## config.mk

```make
export PLATFORM = sky130hd
export DESIGN_NAME = rs_latch_exerciser_flat
export DESIGN_NICKNAME = d
export VERILOG_FILES = /design/src/rtl/rs_latch_exerciser_if.sv /design/src/rtl/rs_latch_exerciser.sv /design/src/flat_wrapper.sv
export SDC_FILE = /design/constraint.sdc
export NUM_CORES = 1
export LEC_CHECK = 0
export BUFFER_PORTS_ARGS = -buffer_cell sky130_fd_sc_hd__buf_4
export CAP_MARGIN = 20
export CORE_AREA = 4 4 61 63
export DETAILED_ROUTE_END_ITERATION = 8
export DIE_AREA = 0 0 65 67
export PLACE_DENSITY_LB_ADDON = 0.05
export SETUP_SLACK_MARGIN = 0.4
export SLEW_MARGIN = 0
export SYNTH_ARGS = -nofsm -noshare
export SYNTH_HDL_FRONTEND = slang
export SYNTH_SLANG_ARGS = --single-unit
```

## constraint.sdc

```tcl
create_clock -name clk -period 2.36 [get_ports clk]
set_input_delay 0 -clock clk [delete_from_list [all_inputs] [get_ports clk]]
set_output_delay 0 -clock clk [all_outputs]
set_load 0.05 [all_outputs]
```

## src/rtl/rs_latch_exerciser_if.sv

```systemverilog
// Signal bundle between the RS latch exerciser and the latch under test.
// The master side drives S/R and reports status; the slave side returns Q/Qb.
interface rs_latch_exerciser_if #(
    parameter int ERR_W = 4
);
    logic             start;
    logic             q_in;
    logic             qb_in;
    logic             s_out;
    logic             r_out;
    logic             busy;
    logic             done;
    logic             pass;
    logic             mismatch;
    logic [ERR_W-1:0] err_count;
    logic [2:0]       step;

    modport master (
        input  start, q_in, qb_in,
        output s_out, r_out, busy, done, pass, mismatch, err_count, step
    );

    modport slave (
        output start, q_in, qb_in,
        input  s_out, r_out, busy, done, pass, mismatch, err_count, step
    );
endinterface

```

## src/rtl/rs_latch_exerciser.sv

```systemverilog
// Drives an RS latch through a fixed 8-step S/R sequence and checks the synchronised
// Q/Qb against an ideal NOR-latch model, reporting mismatches and a final pass flag.
module rs_latch_exerciser #(
    parameter int HOLD_CYCLES = 100,
    parameter int ERR_W       = 4
) (
    input  logic                  clk,
    input  logic                  rst,
    rs_latch_exerciser_if.master  bus
);
    localparam int CNT_W = $clog2(HOLD_CYCLES);
    localparam logic [CNT_W-1:0] CNT_LAST = CNT_W'(HOLD_CYCLES - 1);
    localparam logic [ERR_W-1:0] ERR_MAX  = {ERR_W{1'b1}};

    if (HOLD_CYCLES < 4) begin : g_hold_check
        $error("rs_latch_exerciser: HOLD_CYCLES must be >= 4");
    end

    typedef enum logic [1:0] {
        IDLE,
        RUN,
        DONE
    } state_t;

    state_t           state_q, state_d;
    logic [2:0]       step_q, step_d;
    logic [CNT_W-1:0] cnt_q, cnt_d;
    logic             s_q, s_d;
    logic             r_q, r_d;
    logic             busy_q, busy_d;
    logic             done_q, done_d;
    logic             pass_q, pass_d;
    logic             mis_q, mis_d;
    logic [ERR_W-1:0] err_q, err_d;
    logic             known_q, known_d;
    logic [1:0]       exp_q, exp_d;
    logic [1:0]       sync_meta_q, sync_q;

    logic             sample;
    logic             fail;
    logic [ERR_W-1:0] err_inc;
    logic [2:0]       model_n;

    function automatic logic [1:0] step_sr(input logic [2:0] idx);
        case (idx)
            3'd0:    return 2'b10;
            3'd1:    return 2'b00;
            3'd2:    return 2'b01;
            3'd3:    return 2'b11;
            3'd4:    return 2'b00;
            3'd5:    return 2'b10;
            3'd6:    return 2'b01;
            default: return 2'b00;
        endcase
    endfunction

    // Returns {known, Q, Qb}; hold after 11 is a race, so the model gives up.
    function automatic logic [2:0] model_next(input logic [1:0] sr_new,
                                              input logic [1:0] sr_prev,
                                              input logic       known,
                                              input logic [1:0] qv);
        case (sr_new)
            2'b10:   return 3'b110;
            2'b01:   return 3'b101;
            2'b11:   return 3'b100;
            default: begin
                if (!known || sr_prev == 2'b11) return 3'b000;
                else                            return {1'b1, qv};
            end
        endcase
    endfunction

    // Two-stage synchroniser for the asynchronous latch outputs; data only, no reset.
    always_ff @(posedge clk) begin
        sync_meta_q <= {bus.q_in, bus.qb_in};
        sync_q      <= sync_meta_q;
    end

    assign sample  = (state_q == RUN) && (cnt_q == CNT_LAST);
    assign fail    = sample && known_q && (sync_q != exp_q);
    assign err_inc = (fail && err_q != ERR_MAX) ? err_q + ERR_W'(1) : err_q;
    assign model_n = model_next(step_sr(step_q + 3'd1), step_sr(step_q), known_q, exp_q);

    always_comb begin
        state_d = state_q;
        step_d  = step_q;
        cnt_d   = cnt_q;
        s_d     = s_q;
        r_d     = r_q;
        busy_d  = busy_q;
        done_d  = done_q;
        pass_d  = pass_q;
        mis_d   = 1'b0;
        err_d   = err_q;
        known_d = known_q;
        exp_d   = exp_q;

        case (state_q)
            RUN: begin
                mis_d = fail;
                err_d = err_inc;
                if (sample) begin
                    cnt_d = '0;
                    if (step_q == 3'd7) begin
                        state_d = DONE;
                        busy_d  = 1'b0;
                        done_d  = 1'b1;
                        pass_d  = (err_inc == '0);
                        s_d     = 1'b0;
                        r_d     = 1'b0;
                    end else begin
                        step_d             = step_q + 3'd1;
                        {s_d, r_d}         = step_sr(step_q + 3'd1);
                        {known_d, exp_d}   = model_n;
                    end
                end else begin
                    cnt_d = cnt_q + CNT_W'(1);
                end
            end
            default: begin
                if (bus.start) begin
                    state_d          = RUN;
                    busy_d           = 1'b1;
                    done_d           = 1'b0;
                    pass_d           = 1'b0;
                    err_d            = '0;
                    step_d           = 3'd0;
                    cnt_d            = '0;
                    {s_d, r_d}       = step_sr(3'd0);
                    {known_d, exp_d} = model_next(step_sr(3'd0), 2'b00, 1'b0, 2'b00);
                end
            end
        endcase
    end

    always_ff @(posedge clk) begin
        if (rst) begin
            state_q <= IDLE;
            step_q  <= 3'd0;
            cnt_q   <= '0;
            s_q     <= 1'b0;
            r_q     <= 1'b0;
            busy_q  <= 1'b0;
            done_q  <= 1'b0;
            pass_q  <= 1'b0;
            mis_q   <= 1'b0;
            err_q   <= '0;
            known_q <= 1'b0;
            exp_q   <= 2'b00;
        end else begin
            state_q <= state_d;
            step_q  <= step_d;
            cnt_q   <= cnt_d;
            s_q     <= s_d;
            r_q     <= r_d;
            busy_q  <= busy_d;
            done_q  <= done_d;
            pass_q  <= pass_d;
            mis_q   <= mis_d;
            err_q   <= err_d;
            known_q <= known_d;
            exp_q   <= exp_d;
        end
    end

    assign bus.s_out     = s_q;
    assign bus.r_out     = r_q;
    assign bus.busy      = busy_q;
    assign bus.done      = done_q;
    assign bus.pass      = pass_q;
    assign bus.mismatch  = mis_q;
    assign bus.err_count = err_q;
    assign bus.step      = step_q;
endmodule

```

## src/flat_wrapper.sv

```systemverilog
// flat-port wrapper written by rule: the top's interface ports become plain ports
module rs_latch_exerciser_flat 
#(
    parameter int HOLD_CYCLES = 100,
    parameter int ERR_W       = 4
)
  (clk, rst, bus_start, bus_q_in, bus_qb_in, bus_s_out, bus_r_out, bus_busy, bus_done, bus_pass, bus_mismatch, bus_err_count, bus_step);
  rs_latch_exerciser_if #(.ERR_W(ERR_W)) bus_i ();
  input  logic clk;
  input  logic rst;
  input wire logic [$bits(bus_i.start)-1:0] bus_start;
  input wire logic [$bits(bus_i.q_in)-1:0] bus_q_in;
  input wire logic [$bits(bus_i.qb_in)-1:0] bus_qb_in;
  output wire logic [$bits(bus_i.s_out)-1:0] bus_s_out;
  output wire logic [$bits(bus_i.r_out)-1:0] bus_r_out;
  output wire logic [$bits(bus_i.busy)-1:0] bus_busy;
  output wire logic [$bits(bus_i.done)-1:0] bus_done;
  output wire logic [$bits(bus_i.pass)-1:0] bus_pass;
  output wire logic [$bits(bus_i.mismatch)-1:0] bus_mismatch;
  output wire logic [$bits(bus_i.err_count)-1:0] bus_err_count;
  output wire logic [$bits(bus_i.step)-1:0] bus_step;
  assign bus_i.start = bus_start;
  assign bus_i.q_in = bus_q_in;
  assign bus_i.qb_in = bus_qb_in;
  assign bus_s_out = bus_i.s_out;
  assign bus_r_out = bus_i.r_out;
  assign bus_busy = bus_i.busy;
  assign bus_done = bus_i.done;
  assign bus_pass = bus_i.pass;
  assign bus_mismatch = bus_i.mismatch;
  assign bus_err_count = bus_i.err_count;
  assign bus_step = bus_i.step;
  rs_latch_exerciser #(.HOLD_CYCLES(HOLD_CYCLES), .ERR_W(ERR_W)) u_core (.clk(clk), .rst(rst), .bus(bus_i));
endmodule
```

==> impl_metrics.yaml, run 1 <==
status:
  outcome: "finished, final reports clean"
critical_path:
  startpoint_type: "flop"
  r2r_cells: 7
  rrSetupSlack_ps: 430
  crit_chain: "clkinvlp_4 > ha_4 > mux2_2 > a211o_1 > o31ai_4 > mux2i_1 > nor2_1"
  crit_end: "u_core.exp_q[1]"
  required_ps: 2600
  cp_slowest_cell: "dfxtp_4"
  crit_path_max_incr_delay_ps: 400
  worst-setup-path-type: "reg2reg"
  crit_start: "u_core.bus.step[1]"
  worst_ep_arrival_time_ps: 2170
  r2r_start: "u_core.bus.step[1]"
  r2r_end: "u_core.exp_q[1]"
  endpoint_kind: "flop"
  crit_path_max_fanout: 5
layout:
  final_core_util_pct: 55.0
  stdcell_area_um2: 1780
  n_antenna_cell: 0
  drive_above_1_share_pct: 29.0
  finalNetCount: 202
  synthToLayoutAreaGrowth_pct: 28.0
yosys:
  synth_nets: 169
  synth_area_leaders: "dfxtp_1, ha_1, nor2_1, a21oi_1, a311oi_1"
  syn_avg_cell_area_um2: 9.02
  yosys_warnings: 0
  yosysSeqAreaShare_pct: 38.9
  syn-cell-area_um2: 1390
  async_flop_share_pct: 0
  synthCells: 154
  yosysMostFrequentCell: "dfxtp_1"
  ys_seq_elements: 27
  synthTopCellsByCount: "dfxtp_1, nor2_1, a21oi_1, ha_1, nand2_1"
  synth.distinct_cells: 38
  yosys.area.top_type: "dfxtp_1"
  yosys_most_used_dff: "dfxtp_1"
  synth_edf_count: 0
  synth_top_area_share_pct: 38.9
sta:
  slew_headroom_pct: 57.3
  grt_setup_unrepaired: "true"
  skew_ps: 15.1
  setup_viol: 0
  fin_hold_ws_ps: 297
  final_max_slew_viol_count: 0
  fmax_mhz: 517
  fin_crit_sh_pct: 81.9
  tightest_slew_ps: 638
  post-route-min-period_ps: 1930
  hold_viol: 0
  timing.final.ws_setup_ps: 426
  setup_tns_ps: 0
power_and_ir_drop:
  swShare_pct: 26.9
  p_comb_share_pct: 14.7
  power.density_nw_per_um2: 444
  pwr-share-clk_pct: 25.2
  seqPwrFrac_pct: 60.1
  cellLeakagePower_nw: 0.702
  intPower_uw: 577
  p_switching_uw: 213
  peakVddDrop_mv: 0.305
global_route:
  first_global_vias: 1143
  grt_antenna_before_repair: 0
  grt_overflow: 0
  grt_max_degree: 24
  grt_pass1_wl_um: 5200
  grt_usage_pct: 15.0
cts:
  cts-root-buf: "clkbuf_4"
  clk_latency_ps: 330
  numCtsBuffers: 3
  cts_sinks: 27
  cts_tree: "done"
  clockBufferDepth: 2
  clkSlewWorstSetupHoldPaths_ps: 150
  htree_num_levels: 1
floorplan:
  rows: 21
  ios: 18
  die_h_um: 67
  core_area_um2: 3230
  die_area_um2: 4360
  die_x_um: 65
  start_util_pct: 43.0
route:
  post_drt_wl_per_cell_um: 13.6
  vias_per_cell: 5.31
  via_count: 1233
  postRouteWirelength_um: 3160
  drt-initial-drc-count: 112
  detail-route-antenna-nets: 0
  drt_first_pass_iters: 6
  drc: 0
placement:
  io_buffers: 17
  place.gp.congestion: 0.754
  place_area_um2: 1600
  place_hpwl_um: 2160
  pre_cts_slack_ps: 387
run:
  maxCapViolations: 0
min_path:
  hold_path_class: "in2reg"
[layer usage]
metal	part of all wire, %	up-vias	global-route usage [%]
met5	0	-	0
met4	0.41	0	1.58
met3	3.7	2	4.22
met2	44	19	24.0
met1	51	581	20.5
li1	-	631	-
[worst max-delay path, delay by kind of cell (launching register included)]
kind                       cells  cell delay, ps
AOI/OAI and AO/OA              2             590
adders and majority gates      1             200
buffers and inverters          1             150
DFF                            1             400
muxes                          2             480
and+or+nand+nor                1              50
[state kept, by name (all words and copies together) (netlist names)]
signal / flops
u_core.cnt_q: 7
u_core.bus.err_count: 4
u_core.bus.step: 3
u_core.exp_q: 2
u_core.sync_meta_q: 2
u_core.sync_q: 2
u_core.bus.done: 1
u_core.bus.mismatch: 1
u_core.bus.pass: 1
u_core.bus.r_out: 1
u_core.bus.s_out: 1
u_core.known_q: 1
u_core.state_q: 1
[final cells by class]
class                           count  area, um^2
Tap cell                           46        57.6
Clock buffer                        3        22.5
Timing Repair Buffer               32         250
Sequential cell                    27         551
Clock inverter                      1        5.00
Fill cell                         287        1450
Multi-Input combinational cell    118         870
Inverter                            5        22.5
[logic make-up after synthesis]
kind of cell / share of synthesized area [%]
XOR/XNOR: 1.26
buffers and inverters: 2.43
multiplexers: 2.97
AO/OA/AOI/OAI: 21.4
flip-flops: 38.9
AND/OR/NAND/NOR: 24.0
adder cells (fa/ha/maj): 9.01
[how the worst min path moves through the flow]
stage	startpoint	to	slack [ps]	cells past startpoint
after global placement	bus_q_in	u_core.sync_meta_q[1]	100	1
after CTS	bus_q_in	u_core.sync_meta_q[1]	290	2
final	bus_q_in	u_core.sync_meta_q[1]	300	2
after floorplan	bus_qb_in	u_core.sync_meta_q[0]	30	0
after detailed placement	bus_q_in	u_core.sync_meta_q[1]	110	1
after global routing	bus_q_in	u_core.sync_meta_q[1]	280	2
[metrics by stage]
stage	total power [mW]	instances
after floorplan	0.552	154
after global placement	0.584	216
after detailed placement	0.585	216
after CTS	0.789	224
after global routing	0.837	232
final	0.790	232
[power groups by stage]
stage	Combinational (mW)	Sequential, mW	Clock (mW)
floorplan	0.0566	0.496	0
global placement	0.0992	0.485	0
detailed placement	0.100	0.485	0
CTS	0.106	0.475	0.208
global route	0.129	0.477	0.231
finish	0.116	0.475	0.199
[layout by cell type (no fill, tap or decap), drive strengths merged, types with 4 or more instances in the layout]
master       netlist  layout
a21oi             13      13
a311oi             5       5
and3               4       4
buf                0      28
dfxtp             27      27
dlygate4sd3        0       4
ha                10      10
inv                5       4
nand2             10      10
nand3              7       7
nor2              20      20
o21ai              8       8
[repair_timing]
item,4_1_cts,5_1_grt
setup endpoints to repair,2,5
pin swaps,0,5
hold endpoints to repair,6,0
gates resized for setup,1,9
hold buffers,4,0
buffers inserted,0,8
No activity file was read; power rests on OpenSTA's default activity.
==> inputs of run 2 (changes only) <==
--- a/config.mk
+++ b/config.mk
@@ -5,11 +5,12 @@
 export SDC_FILE = /design/constraint.sdc
 export NUM_CORES = 1
 export LEC_CHECK = 0
+export ABC_AREA = 1
 export BUFFER_PORTS_ARGS = -buffer_cell sky130_fd_sc_hd__buf_4
 export CAP_MARGIN = 20
-export CORE_AREA = 4 4 61 63
+export CORE_AREA = 4 4 64 66
 export DETAILED_ROUTE_END_ITERATION = 8
-export DIE_AREA = 0 0 65 67
+export DIE_AREA = 0 0 68 70
 export PLACE_DENSITY_LB_ADDON = 0.05
 export SETUP_SLACK_MARGIN = 0.4
 export SLEW_MARGIN = 0
==> constraint.sdc (replaced) <==
create_clock -name clk -period 1.7 [get_ports clk]
set_input_delay 0 -clock clk [delete_from_list [all_inputs] [get_ports clk]]
set_output_delay 0 -clock clk [all_outputs]
set_load 0.05 [all_outputs]
==> impl_metrics.yaml, run 2 <==
cts:
  clkSlewWorstSetupHoldPaths_ps: 150
  cts_tree: "done"
  clockBufferDepth: 2
  cts-root-buf: "clkbuf_4"
  cts_sinks: 27
  numCtsBuffers: 3
  htree_num_levels: 1
  clk_latency_ps: 320
layout:
  finalNetCount: 274
  final_cells: 306
  n_antenna_cell: 0
  largest_reg_flops: 7
  final_cell_mix: "nand2_1, buf_4, inv_1"
  max_flop_register: "u_core.cnt_q"
  regArea_um2: 574
  fillers: 321
  drive_above_1_share_pct: 43.8
  synthToLayoutAreaGrowth_pct: 42.9
  mostFrequentLayoutCell: "nand2_1"
  multi_input_area_um2: 1050
global_route:
  grt_antenna_before_repair: 0
  met1_usage_pct: 18.9
  first_global_vias: 1424
  grt_usage_pct: 16.4
  grt_pass1_wl_um: 6180
  gr-max-usage-layer: "met2"
  met3_usage_pct: 2.09
  grt_overflow: 0
  grtUsageMet2_pct: 29.8
  grt_max_degree: 19
yosys:
  yosys_most_used_dff: "dfxtp_1"
  ys_seq_elements: 27
  async_flop_share_pct: 0
  synth_nets: 227
  synth_edf_count: 0
  synth.distinct_cells: 33
  syn_avg_cell_area_um2: 7.38
  synthCells: 212
  synth_area_leaders: "dfxtp_1, nand2_1, ha_1, inv_1, a21oi_1"
  syn-cell-area_um2: 1560
  yosys.area.top_type: "dfxtp_1"
  yosysMostFrequentCell: "nand2_1"
  yosysSeqAreaShare_pct: 34.6
  synth_top_area_share_pct: 34.6
  synthTopCellsByCount: "nand2_1, dfxtp_1, inv_1, a21oi_1, nor2_1"
  yosys_warnings: 0
power_and_ir_drop:
  power.density_nw_per_um2: 579
  p_switching_uw: 415
  pwr-share-clk_pct: 21.8
  swShare_pct: 32.1
  seqPwrFrac_pct: 52.1
  cellLeakagePower_nw: 0.902
  p_comb_share_pct: 26.0
  peakVddDrop_mv: 0.350
  intPower_uw: 880
critical_path:
  crit_start: "u_core.bus.step[1]"
  crit_path_max_incr_delay_ps: 390
  endpoint_kind: "flop"
  crit_chain: "ha_4 > ha_4 > a21oi_2 > inv_1 > o21ai_0 > o21ai_1 > a21oi_1"
  worst_ep_arrival_time_ps: 1850
  path_buf_inv: 1
  crit_top_cell: "ha_4"
  cp_slowest_cell: "dfxtp_4"
  critPathTopFamily: "compound AO/OA/AOI/OAI gates"
  crit_path_max_fanout: 4
  startpoint_type: "flop"
  r2r_start: "u_core.bus.step[1]"
  required_ps: 1970
  worst-setup-path-type: "reg2reg"
route:
  post_drt_wl_per_cell_um: 12.1
  drt-initial-drc-count: 59
  drc: 0
  detail-route-antenna-nets: 0
  drt_first_pass_iters: 4
  vias_per_cell: 4.94
  via_count: 1512
  postRouteWirelength_um: 3700
floorplan:
  die_x_um: 68
  rows: 22
  core_area_um2: 3580
  die_h_um: 70
  die_area_um2: 4760
  ios: 18
  start_util_pct: 43.7
sta:
  post-route-min-period_ps: 1580
  slew_headroom_pct: 83.3
  fmax_mhz: 632
  grt_setup_unrepaired: "true"
  fin_crit_sh_pct: 93.1
  final_max_slew_viol_count: 0
  hold_viol: 0
  setup_viol: 0
  setup_tns_ps: 0
  fin_hold_ws_ps: 317
  skew_ps: 5.93
  tightest_slew_ps: 251
placement:
  place_hpwl_um: 2470
  dp_cells: 274
  place.gp.congestion: 0.881
  io_buffers: 17
min_path:
  min_from: "bus_qb_in"
  hold_path_class: "in2reg"
status:
  outcome: "finished, final reports clean"
run:
  maxCapViolations: 0
==> run 2: cell count changes after synthesis, moves of 5 or more <==
cell      change
nand2_1      +44
nor2_1        -5
inv_1        +20
nand3_1       +5
nand4_1       +7
a311oi_1      -5
nor2_2        +5
==> run 2: layer usage <==
metal | wire length (um) | vias up
met3 | 112 | 4
li1 | - | 778
met1 | 1540 | 710
met2 | 2010 | 20
met4 | 40 | 0
met5 | 0 | -
==> run 2: logic make-up (layout without fill, tap and decap cells) <==
family,after synthesis,after routing,share of synthesized area (%)
flip-flops,27,27,34.6
buffers and inverters,34,80,10.4
AO/OA/AOI/OAI,33,33,12.0
XOR/XNOR,3,3,1.68
AND/OR/NAND/NOR,105,105,33.4
adder cells (fa/ha/maj),10,10,8.00
==> run 2: repair_timing <==
action / CTS / global route
gates cloned: 0 / 0
hold endpoints to repair: 19 / 0
buffers inserted: 18 / 6
pin swaps: 20 / 15
resized for setup: 34 / 18
hold buffers: 4 / 0
setup endpoints to repair: 17 / 22
==> run 2: worst register-to-register path, cell delays in order, from the launching register on <==
cell	delay (ps)
dfxtp_4	390
ha_4	170
ha_4	240
a21oi_2	190
inv_1	90
o21ai_0	220
o21ai_1	100
a21oi_1	110
==> run 2: per-stage QoR <==
stage,setup WS [ps],utilization (%),area [um^2],total power [mW]
after CTS,154,59.5,2130,1.30
after detailed placement,114,50.5,1810,0.933
after floorplan,125,-,1660,0.880
after global routing,37.7,62.4,2230,1.37
final,118,62.4,2230,1.29
after global placement,125,50.5,1810,0.928
==> run 2: power groups by stage <==
| stage | clock network (mW) | registers [mW] | logic [mW] |
|---|---|---|---|
| 2_1_floorplan | 0 | 0.720 | 0.160 |
| 3_3_place_gp | 0 | 0.688 | 0.241 |
| 3_5_place_dp | 0 | 0.689 | 0.244 |
| 4_1_cts | 0.304 | 0.675 | 0.315 |
| 5_1_grt | 0.320 | 0.680 | 0.369 |
| 6_report | 0.283 | 0.675 | 0.337 |
==> run 2: final timing paths <==
| kind | end | slack, ps | depth (start not counted) |
|---|---|---|---|
| setup / recovery | u_core.exp_q[1] | 120 | 7 |
| hold / removal | u_core.sync_meta_q[0] | 320 | 2 |
| setup reg to reg | u_core.exp_q[1] | 120 | 7 |
| hold reg to reg | u_core.sync_q[0] | 340 | 0 |
==> run 2: layout make-up <==
type	count	share of cell area [%]
clock buffers	4	1.18
inverters	30	6.05
well taps	48	2.69
flip-flops and latches	27	25.7
multi-input cells	151	47.1
repair buffers	46	17.2
==> inputs of run 3 (changes only) <==
--- a/config.mk
+++ b/config.mk
@@ -8,9 +8,9 @@
 export ABC_AREA = 1
 export BUFFER_PORTS_ARGS = -buffer_cell sky130_fd_sc_hd__buf_4
 export CAP_MARGIN = 20
-export CORE_AREA = 4 4 64 66
+export CORE_AREA = 4 4 82 53
 export DETAILED_ROUTE_END_ITERATION = 8
-export DIE_AREA = 0 0 68 70
+export DIE_AREA = 0 0 86 57
 export PLACE_DENSITY_LB_ADDON = 0.05
 export SETUP_SLACK_MARGIN = 0.4
 export SLEW_MARGIN = 0
==> constraint.sdc (replaced) <==
create_clock -name clk -period 1.6 [get_ports clk]
set_input_delay 0 -clock clk [delete_from_list [all_inputs] [get_ports clk]]
set_output_delay 0 -clock clk [all_outputs]
set_load 0.05 [all_outputs]
==> impl_metrics.yaml, run 3 (synthesis gave the netlist of run 2 again) <==
route:
  drc: 0
  drt-initial-drc-count: 63
  detail-route-antenna-nets: 0
  vias_per_cell: 4.98
  postRouteWirelength_um: 3860
  via_count: 1489
  post_drt_wl_per_cell_um: 12.9
  drt_first_pass_iters: 4
critical_path:
  worst_ep_arrival_time_ps: 1790
  r2r_start: "u_core.bus.step[1]"
  startpoint_type: "flop"
  worst-setup-path-type: "reg2reg"
  rrSetupSlack_ps: 30
  r2r_cells: 8
  required_ps: 1810
  crit_path_max_fanout: 4
  endpoint_kind: "flop"
  r2r_end: "u_core.exp_q[1]"
layout:
  drive_above_1_share_pct: 45.6
  finalNetCount: 268
  final_cells: 299
  max_flop_register: "u_core.cnt_q"
  synthToLayoutAreaGrowth_pct: 42.8
  largest_reg_flops: 7
  fillers: 317
  n_antenna_cell: 0
  mostFrequentLayoutCell: "nand2_1"
  final_cell_mix: "nand2_1, buf_4, inv_1"
power_and_ir_drop:
  cellLeakagePower_nw: 0.890
  power.density_nw_per_um2: 654
  peakVddDrop_mv: 0.362
  total_power_mw: 1.46
sta:
  skew_ps: 4.85
  hold_viol: 0
  final_max_slew_viol_count: 0
  post-route-min-period_ps: 1570
  slew_headroom_pct: 81.7
  setup_viol: 0
  grt_setup_unrepaired: "true"
  fmax_mhz: 636
  tightest_slew_ps: 274
  fin_crit_sh_pct: 98.2
placement:
  dp_cells: 273
  place.gp.congestion: 0.814
  io_buffers: 17
  place_hpwl_um: 2560
global_route:
  grt_pass1_wl_um: 6290
  first_global_vias: 1308
  grt_overflow: 0
  grt_max_degree: 19
  grt_antenna_before_repair: 0
  grt_usage_pct: 16.0
floorplan:
  start_util_pct: 43.5
  rows: 17
  die_x_um: 86
  ios: 18
  die_h_um: 57
  core_area_um2: 3590
  die_area_um2: 4900
min_path:
  min_from: "rst"
  holdPathStages: 2
  whs_endpoint: "u_core.exp_q[0]"
  hold_path_class: "in2reg"
cts:
  clk_latency_ps: 270
  htree_num_levels: 1
  numCtsBuffers: 3
  cts_sinks: 27
  cts-root-buf: "clkbuf_8"
  cts_tree: "done"
  clkSlewWorstSetupHoldPaths_ps: 100
  clockBufferDepth: 2
run:
  maxCapViolations: 0
status:
  outcome: "finished, final reports clean"
==> run 3: cell count changes in the layout (fill, tap and decap cells not counted), moves of 3 or more <==
| cell | delta |
|---|---|
| buf_6 | -3 |
| clkbuf_4 | -3 |
| clkbuf_8 | +3 |
| nand3_1 | +3 |
| nor2_1 | -3 |
| nor2_4 | +3 |
==> run 3: what timing repair did <==
| action | CTS | global route |
|---|---|---|
| gates resized for setup | 31 | 16 |
| hold buffers | 2 | 0 |
| hold endpoints to repair | 2 | 0 |
| pin swaps | 24 | 10 |
| setup endpoints to repair | 19 | 23 |
| gates cloned | 0 | 0 |
| setup buffers | 20 | 0 |
==> run 3: how the worst max path moves through the flow <==
stage	startpoint	to	slack, ps	depth (start not counted)
final	u_core.bus.step[1]	u_core.exp_q[1]	30	8
after global routing	u_core.bus.step[0]	u_core.exp_q[1]	-50	8
after CTS	u_core.bus.step[0]	u_core.exp_q[1]	50	8
after detailed placement	u_core.bus.step[0]	u_core.exp_q[1]	-10	8
after global placement	u_core.bus.step[0]	u_core.exp_q[1]	50	8
after floorplan	u_core.bus.step[0]	u_core.exp_q[0]	20	8
==> run 3: layout make-up <==
class / count / area, um^2 / share of cell area (%)
Clock inverter: 1 / 5.00 / 0.224
Sequential cell: 27 / 577 / 25.8
Inverter: 30 / 141 / 6.33
Timing Repair Buffer: 40 / 337 / 15.1
Clock buffer: 3 / 41.3 / 1.85
Tap cell: 47 / 58.8 / 2.63
Multi-Input combinational cell: 151 / 1070 / 48.1
==> run 3: layer usage <==
metal / GRT usage, % / share of wire, % / up-vias
met5: 0 / 0 / -
met4: 1.35 / 0.60 / 0
met3: 5.05 / 6.2 / 4
met2: 22.4 / 40 / 43
met1: 24.5 / 54 / 673
li1: - / - / 769
==> run 3: critical path: stages (launching register included) <==
cell and delay (ps):
dfxtp_4 380, inv_1 80, ha_1 220, or2_1 230, nand2_1 80, nand3_2 110
o21ai_2 210, o21ai_1 90, a21oi_1 110
==> run 3: power breakdown <==
| group | leakage [nW] | internal (mW) | switching, mW |
|---|---|---|---|
| clock network | 0.0255 | 0.175 | 0.217 |
| registers | 0.229 | 0.692 | 0.0287 |
| logic | 0.636 | 0.135 | 0.212 |
==> run 3: per-stage QoR <==
stage | instance area, um^2 | setup WS (ps) | TNS (ps) | util, % | hold slack (ps)
finish | 2230 | 28.5 | 0 | 62.1 | 31.3
global route | 2230 | -52.2 | -106 | 62.1 | 32.5
CTS | 2190 | 52.3 | 0 | 60.8 | 23.8
detailed placement | 1850 | -10.2 | -13.4 | 51.5 | 108
global placement | 1850 | 46.6 | 0 | 51.5 | 105
floorplan | 1710 | 24.9 | 0 | - | 27.7
